[config.mk]
export PLATFORM = sky130hd
export DESIGN_NAME = multicycle_control_flat
export DESIGN_NICKNAME = d
export VERILOG_FILES = /design/src/rtl/multicycle_control_if.sv /design/src/rtl/multicycle_control.sv /design/src/flat_wrapper.sv
export SDC_FILE = /design/constraint.sdc
export NUM_CORES = 1
export LEC_CHECK = 0
export BUFFER_PORTS_ARGS = -buffer_cell sky130_fd_sc_hd__buf_2
export CAP_MARGIN = 20
export CORE_UTILIZATION = 41
export CTS_BUF_LIST = sky130_fd_sc_hd__clkbuf_16
export CTS_CLUSTER_SIZE = 24
export DETAILED_ROUTE_END_ITERATION = 8
export GPL_ROUTABILITY_DRIVEN = 0
export PLACE_DENSITY_LB_ADDON = 0.15
export SLEW_MARGIN = 10
export SYNTH_ARGS = -nofsm -noshare
export SYNTH_HDL_FRONTEND = slang
export SYNTH_SLANG_ARGS = --single-unit
export TNS_END_PERCENT = 100
[constraint.sdc]
create_clock -name clk -period 1.6 [get_ports clk]
set_input_delay 0.24 -clock clk [delete_from_list [all_inputs] [get_ports clk]]
set_output_delay 0.24 -clock clk [all_outputs]
set_load 0.01 [all_outputs]
[src/rtl/multicycle_control_if.sv]
// Bus between the multi-cycle LEGv8 control unit and its environment:
// the instruction/memory handshakes in, the datapath control lines out.
interface multicycle_control_if #(
    parameter int INSTR_W = 32,
    parameter int ALUOP_W = 4
);
    logic [INSTR_W-1:0] instruction;
    logic               instr_valid;
    logic               mem_ready;

    logic               Reg2Loc;
    logic               UncondBranch;
    logic               Branch;
    logic               MemRead;
    logic               MemReg;
    logic               MemWrite;
    logic               ALUscr;
    logic               RegWrite;
    logic [ALUOP_W-1:0] ALUop;
    logic               PCWrite;
    logic               IRWrite;
    logic               busy;
    logic               fault;

    // Environment side: memories and datapath.
    modport master (
        output instruction, instr_valid, mem_ready,
        input  Reg2Loc, UncondBranch, Branch, MemRead, MemReg, MemWrite,
               ALUscr, RegWrite, ALUop, PCWrite, IRWrite, busy, fault
    );

    // Control unit side.
    modport slave (
        input  instruction, instr_valid, mem_ready,
        output Reg2Loc, UncondBranch, Branch, MemRead, MemReg, MemWrite,
               ALUscr, RegWrite, ALUop, PCWrite, IRWrite, busy, fault
    );
endinterface

[src/rtl/multicycle_control.sv]
// Multi-cycle LEGv8 control unit: latches one instruction per fetch and walks it
// through FETCH/DECODE/EXEC/MEM/WB, driving Moore datapath controls from state+IR.
module multicycle_control #(
    parameter int INSTR_W  = 32,
    parameter int ALUOP_W  = 4,
    parameter int MAX_WAIT = 15
) (
    input logic                 clk,
    input logic                 rst,
    multicycle_control_if.slave bus
);
    localparam int CNT_W = $clog2(MAX_WAIT + 1);

    typedef enum logic [2:0] {
        FETCH  = 3'd0,
        DECODE = 3'd1,
        EXEC   = 3'd2,
        MEM    = 3'd3,
        WB     = 3'd4,
        TRAP   = 3'd5
    } state_t;

    state_t             state, state_nxt;
    logic [INSTR_W-1:0] ir;
    logic [CNT_W-1:0]   wait_cnt;
    logic [10:0]        opc;
    logic               ir_unused;

    logic is_ldur, is_stur, is_add, is_sub, is_and, is_orr, is_cbz, is_b;
    logic is_rtype, is_mem, legal;
    logic [ALUOP_W-1:0] alu_code;

    logic               reg2loc, uncond, branch, mem_read, mem_reg, mem_write;
    logic               alu_src, reg_write, pc_write, ir_write, busy, fault;
    logic [ALUOP_W-1:0] alu_op;

    assign opc       = ir[INSTR_W-1 -: 11];
    assign ir_unused = ^ir[INSTR_W-12:0];

    // Opcode decode from the latched IR.
    always_comb begin
        is_ldur  = (opc == 11'b11111000010);
        is_stur  = (opc == 11'b11111000000);
        is_add   = (opc == 11'b10001011000);
        is_sub   = (opc == 11'b11001011000);
        is_and   = (opc == 11'b10001010000);
        is_orr   = (opc == 11'b10101010000);
        is_cbz   = (opc[10:3] == 8'b10110100);
        is_b     = (opc[10:5] == 6'b000101);
        is_rtype = is_add | is_sub | is_and | is_orr;
        is_mem   = is_ldur | is_stur;
        legal    = is_rtype | is_mem | is_cbz | is_b;
    end

    always_comb begin
        alu_code = '0;
        if (is_add || is_ldur || is_stur) alu_code = ALUOP_W'(4'b0010);
        else if (is_sub)                  alu_code = ALUOP_W'(4'b0110);
        else if (is_orr)                  alu_code = ALUOP_W'(4'b0001);
        else if (is_cbz)                  alu_code = ALUOP_W'(4'b0111);
    end

    // IR and wait counter; the counter is cleared on the way into MEM.
    always_ff @(posedge clk or negedge rst) begin
        if (!rst) begin
            ir       <= '0;
            wait_cnt <= '0;
        end else begin
            if (state == FETCH && bus.instr_valid)
                ir <= bus.instruction;
            if (state == EXEC)
                wait_cnt <= '0;
            else if (state == MEM && !bus.mem_ready && wait_cnt != CNT_W'(MAX_WAIT))
                wait_cnt <= wait_cnt + 1'b1;
        end
    end

    always_ff @(posedge clk or negedge rst) begin
        if (!rst) state <= FETCH;
        else      state <= state_nxt;
    end

    always_comb begin
        state_nxt = state;
        case (state)
            FETCH:  if (bus.instr_valid) state_nxt = DECODE;
            DECODE: state_nxt = legal ? EXEC : TRAP;
            EXEC: begin
                if (is_cbz || is_b) state_nxt = FETCH;
                else if (is_mem)    state_nxt = MEM;
                else                state_nxt = WB;
            end
            // Completion is checked before the timeout so a late ready still wins.
            MEM: begin
                if (bus.mem_ready)                       state_nxt = is_ldur ? WB : FETCH;
                else if (wait_cnt == CNT_W'(MAX_WAIT))   state_nxt = TRAP;
            end
            WB:     state_nxt = FETCH;
            TRAP:   state_nxt = TRAP;
            default: state_nxt = FETCH;
        endcase
    end

    always_comb begin
        reg2loc   = 1'b0;
        uncond    = 1'b0;
        branch    = 1'b0;
        mem_read  = 1'b0;
        mem_reg   = 1'b0;
        mem_write = 1'b0;
        alu_src   = 1'b0;
        reg_write = 1'b0;
        pc_write  = 1'b0;
        ir_write  = 1'b0;
        alu_op    = '0;
        busy      = (state != FETCH);
        fault     = (state == TRAP);
        case (state)
            // The only input-dependent outputs: the fetch strobe follows instr_valid,
            // and is held off while reset is asserted.
            FETCH: begin
                ir_write = bus.instr_valid & rst;
                pc_write = bus.instr_valid & rst;
            end
            DECODE: reg2loc = is_stur | is_cbz;
            EXEC: begin
                alu_op   = alu_code;
                alu_src  = is_mem;
                branch   = is_cbz;
                uncond   = is_b;
                pc_write = is_cbz | is_b;
            end
            MEM: begin
                mem_read  = is_ldur;
                mem_write = is_stur;
            end
            WB: begin
                reg_write = 1'b1;
                mem_reg   = is_ldur;
            end
            default: ;
        endcase
    end

    assign bus.Reg2Loc      = reg2loc;
    assign bus.UncondBranch = uncond;
    assign bus.Branch       = branch;
    assign bus.MemRead      = mem_read;
    assign bus.MemReg       = mem_reg;
    assign bus.MemWrite     = mem_write;
    assign bus.ALUscr       = alu_src;
    assign bus.RegWrite     = reg_write;
    assign bus.ALUop        = alu_op;
    assign bus.PCWrite      = pc_write;
    assign bus.IRWrite      = ir_write;
    assign bus.busy         = busy;
    assign bus.fault        = fault;
endmodule

[src/flat_wrapper.sv]
// flat-port wrapper written by rule: the top's interface ports become plain ports
module multicycle_control_flat 
#(
    parameter int INSTR_W  = 32,
    parameter int ALUOP_W  = 4,
    parameter int MAX_WAIT = 15
)
  (clk, rst, bus_instruction, bus_instr_valid, bus_mem_ready, bus_Reg2Loc, bus_UncondBranch, bus_Branch, bus_MemRead, bus_MemReg, bus_MemWrite, bus_ALUscr, bus_RegWrite, bus_ALUop, bus_PCWrite, bus_IRWrite, bus_busy, bus_fault);
  multicycle_control_if #(.INSTR_W(INSTR_W), .ALUOP_W(ALUOP_W)) bus_i ();
  input logic clk;
  input logic rst;
  input wire logic [$bits(bus_i.instruction)-1:0] bus_instruction;
  input wire logic [$bits(bus_i.instr_valid)-1:0] bus_instr_valid;
  input wire logic [$bits(bus_i.mem_ready)-1:0] bus_mem_ready;
  output wire logic [$bits(bus_i.Reg2Loc)-1:0] bus_Reg2Loc;
  output wire logic [$bits(bus_i.UncondBranch)-1:0] bus_UncondBranch;
  output wire logic [$bits(bus_i.Branch)-1:0] bus_Branch;
  output wire logic [$bits(bus_i.MemRead)-1:0] bus_MemRead;
  output wire logic [$bits(bus_i.MemReg)-1:0] bus_MemReg;
  output wire logic [$bits(bus_i.MemWrite)-1:0] bus_MemWrite;
  output wire logic [$bits(bus_i.ALUscr)-1:0] bus_ALUscr;
  output wire logic [$bits(bus_i.RegWrite)-1:0] bus_RegWrite;
  output wire logic [$bits(bus_i.ALUop)-1:0] bus_ALUop;
  output wire logic [$bits(bus_i.PCWrite)-1:0] bus_PCWrite;
  output wire logic [$bits(bus_i.IRWrite)-1:0] bus_IRWrite;
  output wire logic [$bits(bus_i.busy)-1:0] bus_busy;
  output wire logic [$bits(bus_i.fault)-1:0] bus_fault;
  assign bus_i.instruction = bus_instruction;
  assign bus_i.instr_valid = bus_instr_valid;
  assign bus_i.mem_ready = bus_mem_ready;
  assign bus_Reg2Loc = bus_i.Reg2Loc;
  assign bus_UncondBranch = bus_i.UncondBranch;
  assign bus_Branch = bus_i.Branch;
  assign bus_MemRead = bus_i.MemRead;
  assign bus_MemReg = bus_i.MemReg;
  assign bus_MemWrite = bus_i.MemWrite;
  assign bus_ALUscr = bus_i.ALUscr;
  assign bus_RegWrite = bus_i.RegWrite;
  assign bus_ALUop = bus_i.ALUop;
  assign bus_PCWrite = bus_i.PCWrite;
  assign bus_IRWrite = bus_i.IRWrite;
  assign bus_busy = bus_i.busy;
  assign bus_fault = bus_i.fault;
  multicycle_control #(.INSTR_W(INSTR_W), .ALUOP_W(ALUOP_W), .MAX_WAIT(MAX_WAIT)) u_core (.clk(clk), .rst(rst), .bus(bus_i));
endmodule
---- After elaboration in Yosys (flattened, before gate mapping) ----
Cells that the tools add are included.
cells by class
  reductions and logical operators ........ 11
  $add $sub $neg .......................... 1
  bitwise operators ....................... 10
  multiplexer cells ....................... 25
  equal/unequal tests ..................... 17
operators with widths
  cell                  number
  $eq 11x11->1 const B  6
  $mux 3                8
  $mux 4                6
  $pmux 3 s5            1
  $mux 1                9
  $or 1x1->1            9
  $eq 8x8->1 const B    1
  $eq 3x2->1 const B    2
  $eq 3x3->1 const B    2
  $eq 6x3->1 const B    1
  $add 4x1->4 const B   1
  $eq 4x4->1 const B    1
  $ne 4x4->1 const B    1
  $eq 3x1->1 const B    1
  $logic_and 1x1->1     3
  $logic_not 3->1       1
  $logic_or 1x1->1      3
  $ne 3x3->1 const B    1
  $reduce_bool 3->1     1
  $ne 2x2->1 const B    1
  $pmux 1 s2            1
  $reduce_and 2->1      1
  $reduce_bool 2->1     1
  $and 1x1->1           1
  $logic_not 1->1       1
storage, ports and cells
  flip-flop bits (word level) ............. 39
  word-level logic and storage cells ...... 67
  output and inout bits ................... 16

---- Depth between registers and ports, before layout ----
Gate-level depths: netlist of run 1.
  depth in word-level cells ............... 9
  gate-level depth with buffers ........... 6

---- Least setup slack after synthesis of run 1 ----
Ideal clock, no wire load.
  kind .................................... reg-to-reg
  start point ............................. register u_core.state[1]
  end point ............................... register u_core.ir[21]
  buffers on the path ..................... 1
  arrival ................................. 1425 ps
  slack ................................... 51 ps
  stages on the path, launching flop included .. 5
  path through ............................ dfrtp_1 > or3_4 > nor2_4 > buf_6 > mux2_2
between the ends
  longest elaborated chain between the ends .. 2
RTL lines
  element                 line                      source
  from (decl)             multicycle_control.sv:23  state_t state, state_nxt;
  from (signal assigned)  multicycle_control.sv:80  else state <= state_nxt;
  $logic_not 3->1         multicycle_control.sv:69  if (state == FETCH && bus.instr_valid)
  $logic_and 1x1->1       multicycle_control.sv:69
  to (signal assigned)    multicycle_control.sv:70  ir <= bus.instruction;
  to (decl)               multicycle_control.sv:24  logic [INSTR_W-1:0] ir;
No other way between the ends.
A chain may end at the register's enable or synchronous reset.

---- Worst setup path after layout of run 1 ----
  start point ............................. register u_core.ir[22]
  end point ............................... output bus_ALUop[1]
between the ends
  longest elaborated chain between the ends .. 5
RTL lines
  element                                     line                                                                          source
  $eq 11x11->1, on equally long branches      multicycle_control.sv:47, multicycle_control.sv:42, multicycle_control.sv:44
  $mux 4 or $logic_or 1x1->1 (tied branches)  multicycle_control.sv:59, multicycle_control.sv:57
  $mux 4 or $logic_or 1x1->1 (tied branches)  multicycle_control.sv:58, multicycle_control.sv:57
  $mux 4 (*)                                  multicycle_control.sv:57                                                      if (is_add || is_ldur || is_stur) alu_code = ALUOP_W'(4'b0010);
  $mux 4 (*)                                  multicycle_control.sv:118                                                     case (state)
  to (decl)                                   flat_wrapper.sv:23                                                            output wire logic [$bits(bus_i.ALUop)-1:0] bus_ALUop;
Mark *: on every way between the ends. The rest lies on a longest branch, timed or not.

==> impl_results.md, run 1 <==
* Via density at about 5.3
* Grt ovf at 0
* Violated checks: setup timing
* Psw at between 0.2 and 0.25 mW
* Fmax at around 530 MHz
* CTS tree: yes
* Post-detailed-route DRC marker count at 0
* Die Wd at approximately 53 um
* All-layer global routing usage at just over 20%
* Worst flop-to-flop path endpoint: u_core.state[1]
* CP arrival at about 1.7 ns
* Post-Syn Area per Cell at roughly 10 um2
* Hold_ws at 0.01210 ns
* Final Max Slew Viols at 0
* Logic pwr share at 9.2%
* RSZ-0062 raised after global routing: yes
* Final hold vios at 0
* Total Wirelength at roughly 2.8 mm
* Most frequent cell after synthesis: dfrtp_1
* Crit-path max FO at 4
* First-pass GRT wire length at 4.229 mm
* DRT Pass-1 Iters at 6
* Int Pwr at between 0.8 and 0.9 mW
* Fin crit period at roughly 1.9 ns
* Synth top area share at 41.57%
* Yosys top cell by area: dfrtp_1
* R2R depth at 6
* Core area at around 2500 um2
* Leak at ~0.81 nW
* Post-synth top flop: dfrtp_1
* Multi-input logic area at approximately 700 um2
* Initial antenna violation count at 0
* CP Capture Type: output pin
* Synth top cells by count: dfrtp_1, mux2_2, nor2_1
* Port-buffer cells at 29
* Synth Register Bits at 18
* Seq/Total Area, Yosys at 41.57%
* Via Count at just over 1000
* EDFF count, synth at 0
* Seq pwr share at a little under half
* Register Area at about 450 um2
* Min-delay worst type: in2async
* Skew final at between 0.002 and 0.0025 ns
* Root buf cell: clkbuf_16
* FFs w/ async S/R, synth at 100.0%
* Routed WL per cell at about 15 um
* Number of CTS-inserted buffers at 3
* CTS sink count at 18
* I/O pin total at 52
* Switch share at roughly 20%
* YS warnings at 0
* Synth unique cells at 40
* Final #Nets at 198
* Peak supply drop at about 0.66 mV
* Power Dens Cells at 659.7 nW/um2
* Tot Pwr at between 1 and 1.5 mW
* Initial core utilization at between 40% and 50%
* Vias in the first global route at a little under 1000
* Area of the mapped netlist at roughly 1100 um2
* Clk pwr share at around 45%
* Number of diodes at 0
* Hpwl dp at about 2 mm
* Clk slew on worst S/H paths at 0.05 ns
* Std-Cell Rows at 18
* Startpoint Class: register
* Top cells by area, synth: dfrtp_1, mux2_2, nand3_1
* Post-Syn Instances at roughly 110
* Max-Cap Viols at 0
* Net count after synthesis at approximately 150
* Final setup vio count at 14
* Reg2Reg Setup Slack at -0.17 ns
* Layout cells sized above 1 at roughly 54%
* Post-route cell area at about 1600 um2
* Status: finished, violations left
* Die Y at 53.41 um
* Area grow syn2layout at 50.58%
* CP required at about 1.4 ns
* Crit Path Class: reg2out
* Antenna viol nets, final at 0
* Pin count of the biggest net entering global routing at 19
* Bufs on Longest Clock Path at 2
* FF-to-FF Start: u_core.ir[29]
* Fill cells at between 150 and 200
* Placement Cell Area at approximately 1400 um2
* Fin crit share at 117.9%
* First DRT Iteration DRCs at 24
* Clock latency on the worst-skew pair at 0.24 ns
* Worst setup margin at -0.2872 ns
* Die area at about 2900 um2
* H-tree levels at 1
## power groups by stage
stage	Combinational (mW)	Sequential, mW	Clock [mW]
2_1_floorplan	0.0331	0.489	0
3_3_place_gp	0.0844	0.489	0
3_5_place_dp	0.0882	0.490	0
4_1_cts	0.0983	0.487	0.500
5_1_grt	0.109	0.490	0.522
6_report	0.0994	0.489	0.488
## critical path: stages, from the launching register on
cell	delay (ns)
dfrtp_1	0.42
nor4_4	0.34
and3_4	0.27
nand2_1	0.06
a31oi_1	0.16
buf_2	0.16
## flip-flops by register name, summed over array words and instances, names as in the netlist
name,count
u_core.wait_cnt,4
u_core.state,3
u_core.ir,11
## kinds of logic after synthesis
| group | count (synthesis) | synth area share [%] |
|---|---|---|
| simple gates | 47 | 27.25 |
| flops | 18 | 41.57 |
| compound gates | 17 | 10.62 |
| mux | 12 | 12.36 |
| buf+inv | 9 | 4.272 |
| xor+xnor | 3 | 2.425 |
| fa+ha+maj | 1 | 1.155 |
| other cells | 1 | 0.3461 |
## through the flow
stage / std cells / setup TNS [ns] / utilization (%) / setup WS (ns)
final: 190 / -2.288 / 65.86 / -0.2872
after global routing: 190 / -3.070 / 65.86 / -0.3403
after CTS: 190 / -2.136 / 63.99 / -0.2884
after detailed placement: 180 / -0.3773 / 55.66 / -0.1670
after global placement: 180 / -0.1381 / 55.66 / -0.07163
after floorplan: 108 / 0 / - / 0.05055
## routing by layer
metal | track usage [%] | part of all wire [%] | wire [um]
met5 | 0 | 0 | 0
met4 | 5.702 | 0.47 | 13
met3 | 2.586 | 4.1 | 113
met2 | 35.42 | 53 | 1470
met1 | 26.98 | 42 | 1167
## cell type report
| type | instances | area share, % |
|---|---|---|
| Multi-Input combinational cell | 81 | 42.41 |
| Sequential cell | 18 | 27.68 |
| Timing Repair Buffer | 52 | 21.63 |
| Clock buffer | 3 | 4.601 |
| Tap cell | 30 | 2.301 |
| Inverter | 5 | 1.150 |
| Clock inverter | 1 | 0.2301 |
## worst max path at each step
stage	start	endpoint	slack (ns)	cells past startpoint
floorplan	u_core.state[1]	u_core.ir[21]	0.05	4
global placement	u_core.ir[22]	bus_ALUop[1]	-0.07	5
detailed placement	u_core.ir[22]	bus_ALUop[1]	-0.17	5
CTS	u_core.ir[28]	bus_ALUop[1]	-0.29	5
global route	u_core.ir[24]	bus_Reg2Loc	-0.34	5
finish	u_core.ir[22]	bus_ALUop[1]	-0.29	5
## repair_timing
action,in CTS,in global routing
hold buffers,0,0
pin swaps,15,14
endpoints found under the setup margin,14,26
buffers inserted,6,1
resized for setup,18,12
## layout by cell type (no fill, tap or decap), types with 2 or more instances in the layout
cell type / instances
a211o_1: 2
a21oi_1: 2
a31oi_1: 3
and2_1: 2
and3_4: 3
buf_2: 24
buf_4: 22
buf_6: 6
clkbuf_16: 3
dfrtp_1: 17
inv_1: 3
inv_2: 2
mux2_1: 2
mux2_2: 9
nand2_1: 3
nand2_2: 2
nand3_1: 5
nor2_1: 9
nor2b_1: 3
o21a_1: 3
o21ai_1: 2
xor2_1: 3
No activity file was read; power rests on OpenSTA's default activity.
==> run 2: changes to the inputs <==
--- a/config.mk
+++ b/config.mk
@@ -13,6 +13,7 @@
 export DETAILED_ROUTE_END_ITERATION = 8
 export GPL_ROUTABILITY_DRIVEN = 0
 export PLACE_DENSITY_LB_ADDON = 0.15
+export RECOVER_POWER = 100
 export SLEW_MARGIN = 10
 export SYNTH_ARGS = -nofsm -noshare
 export SYNTH_HDL_FRONTEND = slang
==> run 2 against run 1 <==
Compared with the run above:
- the flow still finishes with violations (setup timing)
- sequential share of layout area grew 0.17 points
- first-iteration DRC count shrank 46%
- clock skew is essentially flat
- critical path depth unchanged
- core utilization shrank 0.40 points
- sequential power about the same
- worst setup slack worse by 0.0053 ns
- die area is the same
- final area down 0.61%
- largest cell class unchanged
- total power shrank 0.17%
- count of clock-buffer cells in the layout stayed put
- flip-flop and latch count unchanged
==> impl_results.md, run 2 (synthesis results as in run 1) <==
* Status: finished, violations left
* Violated checks: setup timing
* Crit-path max FO at 4
* Vias in the first global route at ~960
* Min-delay worst type: in2reg
* Routed WL per cell at between 10 and 15 um
* Peak supply drop at about 0.66 mV
* Relative slew slack at around a third
* Die area at ~2900 um2
* Fin Setup TNS at -2.350 ns
* Fmax at approximately 530 MHz
* Worst setup margin at -0.2925 ns
* CP Capture Type: output pin
* CTS sink count at 18
* Post-detailed-route DRC marker count at 0
* Root buf cell: clkbuf_16
* Bufs on Longest Clock Path at 2
* Skew final at approximately 0.0023 ns
* Biggest register: u_core.ir
* Cells after DPL at 180
* Final hold vios at 0
* Area grow syn2layout at 49.65%
* Leak at ~0.81 nW
* Finished Layout Cells at 190
* First-pass GRT wire length at 4.229 mm
* Util after Layout at 65.45%
* Fin crit share at 118.3%
* Startpoint Class: register
* Fin crit period at 1.892 ns
* Antenna viol nets, final at 0
* Std-Cell Rows at 18
* DRT Pass-1 Iters at 4
* Clock latency on the worst-skew pair at 0.24 ns
* Hpwl dp at 1.958 mm
* Die Wd at approximately 53 um
* Number of CTS-inserted buffers at 3
* Grt ovf at 0
* Layout cells sized above 1 at slightly above 50%
* Port-buffer cells at 29
* Die Y at between 50 and 60 um
* Via density at around 5.3
* Final Max Slew Viols at 0
* Tot Pwr at around 1.1 mW
* Final #Nets at around 200
* Hold_ws at 0.2196 ns
* Total Wirelength at about 2.8 mm
* RSZ-0062 raised after global routing: yes
* H-tree levels at 1
* Crit Path Class: reg2out
* Core area at roughly 2500 um2
* Commonest non-fill, non-tap cells in the layout: buf_2, buf_4, dfrtp_1
* Via Count at between 1000 and 1500
* First DRT Iteration DRCs at 13
* Max-Cap Viols at 0
* Number of diodes at 0
* I/O pin total at 52
* Worst slew pin tran at approximately 1 ns
* CP required at approximately 1.4 ns
* CP arrival at ~1.7 ns
* Clk slew on worst S/H paths at approximately 0.050 ns
* Final setup vio count at 14
* Pin count of the biggest net entering global routing at 19
* Initial antenna violation count at 0
* CTS tree: yes
* Top Registers: u_core.ir: 11 flops, u_core.wait_cnt: 4 flops, u_core.state: 3 flops
* Max reg flops at 11
* Initial core utilization at a little over two fifths
* Power Dens Cells at approximately 660 nW/um2
* All-layer global routing usage at around a fifth
run 2: cell count changes in the layout (fill, tap and decap cells not counted):
cell      previous run  this run
buf_2               24        21
clkbuf_2             0         2
or3_4                1         0
clkbuf_1             0         2
buf_4               22        21
or3_1                0         1
run 2: path summary, 6_finish.rpt:
path                                startpoint            endpoint  slack, ns  cells past startpoint
min reg2reg                 u_core.wait_cnt[1]  u_core.wait_cnt[1]       0.56                      2
max reg2reg                      u_core.ir[29]     u_core.state[1]      -0.17                      6
max                              u_core.ir[22]        bus_ALUop[1]      -0.29                      5
min in group asynchronous                  rst     u_core.state[1]       0.35                      2
max in group asynchronous                  rst       u_core.ir[26]       0.57                      2
min                        bus_instruction[26]       u_core.ir[26]       0.22                      2
run 2: area by class of cell:
type,count,area [um2]
flip-flops and latches,18,451.7
well taps,30,37.54
repair buffers,52,347.8
inverters,5,18.77
clock inverters,1,3.754
fillers,197,855.8
clock buffers,3,75.07
multi-input cells,81,686.9
run 2: through the flow:
step	cell area [um2]	worst slack [ns]
after floorplan	1084	0.05055
after global placement	1379	-0.07163
after detailed placement	1379	-0.1670
after CTS	1585	-0.2884
after global routing	1622	-0.3403
final	1622	-0.2925
run 2: routing by layer:
metal  vias to the layer above  global-route usage (%)  part of all wire (%)
met5                         -                       0                     0
met4                         0                   5.702                  0.36
met3                         2                   2.586                   3.4
met2                        27                   35.42                    53
li1                        489                       -                     -
met1                       489                   26.98                    43
run 2: worst max-delay path, cell delays in order, from the launching register on:
cell and delay, ns:
dfrtp_1 0.42, nor4_4 0.34, and3_4 0.27, nand2_1 0.06, a31oi_1 0.16, buf_2 0.16
run 2: power by group:
group / switching [mW] / internal, mW / total (mW) / leakage (nW)
Clock: 0.157 / 0.332 / 0.488 / 0.0385
Sequential: 0.0181 / 0.470 / 0.489 / 0.228
Combinational: 0.0446 / 0.0532 / 0.0978 / 0.540
run 2: repair_timing:
action                     4_1_cts  5_1_grt
hold buffers                     0        0
gates resized for setup         18       12
setup endpoints to repair       14       26
buffers inserted                 6        1
pin swaps                       15       14
gates cloned                     0        0
==> run 3: changes to the inputs <==
--- a/config.mk
+++ b/config.mk
@@ -7,7 +7,9 @@
 export LEC_CHECK = 0
 export BUFFER_PORTS_ARGS = -buffer_cell sky130_fd_sc_hd__buf_2
 export CAP_MARGIN = 20
-export CORE_UTILIZATION = 41
+export CELL_PAD_IN_SITES_DETAIL_PLACEMENT = 1
+export CELL_PAD_IN_SITES_GLOBAL_PLACEMENT = 2
+export CORE_UTILIZATION = 23
 export CTS_BUF_LIST = sky130_fd_sc_hd__clkbuf_16
 export CTS_CLUSTER_SIZE = 24
 export DETAILED_ROUTE_END_ITERATION = 8
==> run 3 against run 2 <==
Compared with the run above:
- the run ends with DRC, setup timing left
- count of clock-buffer cells in the layout did not move
- final area rose by 15%
- via count up 6.4%
- maximum frequency up 1.3%
- clock skew up 0.0021 ns
- sequential share of layout area down 3.5 points
- register-to-register slack better by 0.14 ns
- critical path depth is the same
- first-iteration DRC count rose to 3.1 times the previous value
- combinational power grew 23%
- sequential power about the same
- flip-flop and latch count did not move
- critical path type unchanged
- critical endpoint is now bus_PCWrite
==> impl_results.md, run 3 (synthesis results as in run 1) <==
* Clk slew on worst S/H paths at approximately 0.050 ns
* Fill cells at 495
* Root buf cell: clkbuf_16
* Bufs on Longest Clock Path at 2
* Final Max Slew Viols at 0
* I/O pin total at 52
* Most common cell after layout, fill and taps aside: buf_4
* Multi-input logic area at between 700 and 800 um2
* Status: finished, violations left
* Logic pwr share at 10.8%
* Antenna viol nets, final at 0
* Std-Cell Rows at 24
* Min-delay worst type: in2reg
* Final setup vio count at 15
* Die area at around 5000 um2
* Crit Path Class: reg2out
* Biggest register: u_core.ir
* Vias in the first global route at 1111
* Leak at 0.9069 nW
* Pin count of the biggest net entering global routing at 19
* Core area at roughly 4400 um2
* Number of CTS-inserted buffers at 3
* Hpwl dp at about 2.5 mm
* Skew final at around 0.0044 ns
* Initial core utilization at between 20% and 30%
* Int Pwr at 0.8714 mW
* CP arrival at 1.63 ns
* Slowest stage delay, CP at ~0.41 ns
* Port-buffer cells at 29
* Worst path slowest cell: dfrtp_1
* Grt ovf at 0
* Via Count at between 1000 and 1500
* CTS sink count at 18
* Violated checks: DRC, setup timing
* Max-Cap Viols at 0
* Commonest non-fill, non-tap cells in the layout: buf_4, buf_2, dfrtp_1
* Fmax at 535.1 MHz
* Initial antenna violation count at 0
* Peak supply drop at 0.3796 mV
* Routed WL per cell at between 15 and 20 um
* All-layer global routing usage at 14.32%
* First-pass GRT wire length at around 5.4 mm
* Power Dens Cells at about 600 nW/um2
* Final #Nets at around 210
* Buf/Inv on CP at 2
* Fin crit period at approximately 1.9 ns
* First DRT Iteration DRCs at 40
* Fin crit share at 116.8%
* Via density at about 4.8
* Max reg flops at 11
* Crit path cell chain: nor4bb_2 -> buf_4 -> o21a_1 -> a21o_1 -> buf_2
* Number of diodes at 0
* Final hold vios at 0
* RSZ-0062 raised after global routing: yes
* Clk pwr share at a little under half
* Layout cells sized above 1 at between 50% and 60%
* CTS tree: yes
* Cells after DPL at roughly 200
* Seq pwr share at 43.7%
* Crit path max-delay family: flip-flops
* CP Capture Type: output pin
* Top Registers: u_core.ir: 11 flops, u_core.wait_cnt: 4 flops, u_core.state: 3 flops
* CP required at approximately 1.4 ns
* Switch share at a little over a fifth
* Total Wirelength at 3.513 mm
* Worst setup margin at -0.2689 ns
* Area grow syn2layout at 71.48%
* Register Area at about 450 um2
* H-tree levels at 1
* Die Y at slightly above 70 um
* DRT Pass-1 Iters at 6
* Crit-path max FO at 3
* Fin Setup TNS at -2.332 ns
* Finished Layout Cells at approximately 220
* Psw at 0.2436 mW
* Die Wd at just over 70 um
* Clock latency on the worst-skew pair at between 0.2 and 0.3 ns
* Startpoint Class: register
* Post-detailed-route DRC marker count at 6
## run 3: cell count changes in the layout (fill, tap and decap cells not counted), sizes merged
cell | previous run | this run
buf | 48 | 55
clkbuf | 7 | 8
dlygate4sd3 | 0 | 1
## run 3: final cells by class
cell class / count / area share (%)
Tap cell: 52 / 3.502
Inverter: 5 / 1.145
Sequential cell: 18 / 24.31
Multi-Input combinational cell: 81 / 42.29
Clock buffer: 3 / 4.040
Timing Repair Buffer: 61 / 24.51
Clock inverter: 1 / 0.2020
## run 3: power by group through the flow
stage                     Sequential [mW]  Clock, mW  Combinational [mW]
after global routing                0.490      0.547               0.130
after CTS                           0.487      0.518               0.110
final                               0.488      0.508               0.120
after global placement              0.490          0              0.0869
after floorplan                     0.489          0              0.0331
after detailed placement            0.491          0              0.0901
## run 3: worst paths after layout
kind	slack (ns)	cells after the start	from	end
max	-0.27	5	u_core.ir[24]	bus_PCWrite
min	0.22	2	bus_instruction[29]	u_core.ir[29]
min in group asynchronous	0.62	3	rst	u_core.ir[27]
max in group asynchronous	0.64	3	rst	u_core.ir[28]
max reg2reg	-0.03	6	u_core.ir[24]	u_core.state[2]
min reg2reg	0.56	2	u_core.wait_cnt[3]	u_core.wait_cnt[3]
## run 3: per-stage QoR
| step | setup slack (ns) | power, mW | utilization, % | hold slack, ns | instance area [um2] |
|---|---|---|---|---|---|
| floorplan | 0.05055 | 0.5225 | - | -0.05559 | 1084 |
| global placement | -0.09709 | 0.5771 | 31.81 | 0.2306 | 1414 |
| detailed placement | -0.1572 | 0.5809 | 31.81 | 0.2325 | 1414 |
| CTS | -0.2576 | 1.114 | 37.92 | 0.2050 | 1685 |
| global route | -0.3622 | 1.167 | 41.81 | 0.2116 | 1858 |
| finish | -0.2689 | 1.115 | 41.81 | 0.2189 | 1858 |
## run 3: what timing repair did
action / CTS / global route
hold buffers: 1 / 0
endpoints found under the hold margin: 18 / 0
pin swaps: 15 / 13
gates resized for setup: 23 / 29
gates cloned: 0 / 1
buffers inserted: 9 / 7
endpoints found under the setup margin: 15 / 27
## run 3: routing by layer
layer	vias to the layer above	GRT usage [%]	wire length, um
met5	-	0	0
met4	0	6.000	69
met3	8	3.704	136
met2	25	23.09	1653
met1	527	18.31	1653
li1	511	-	-
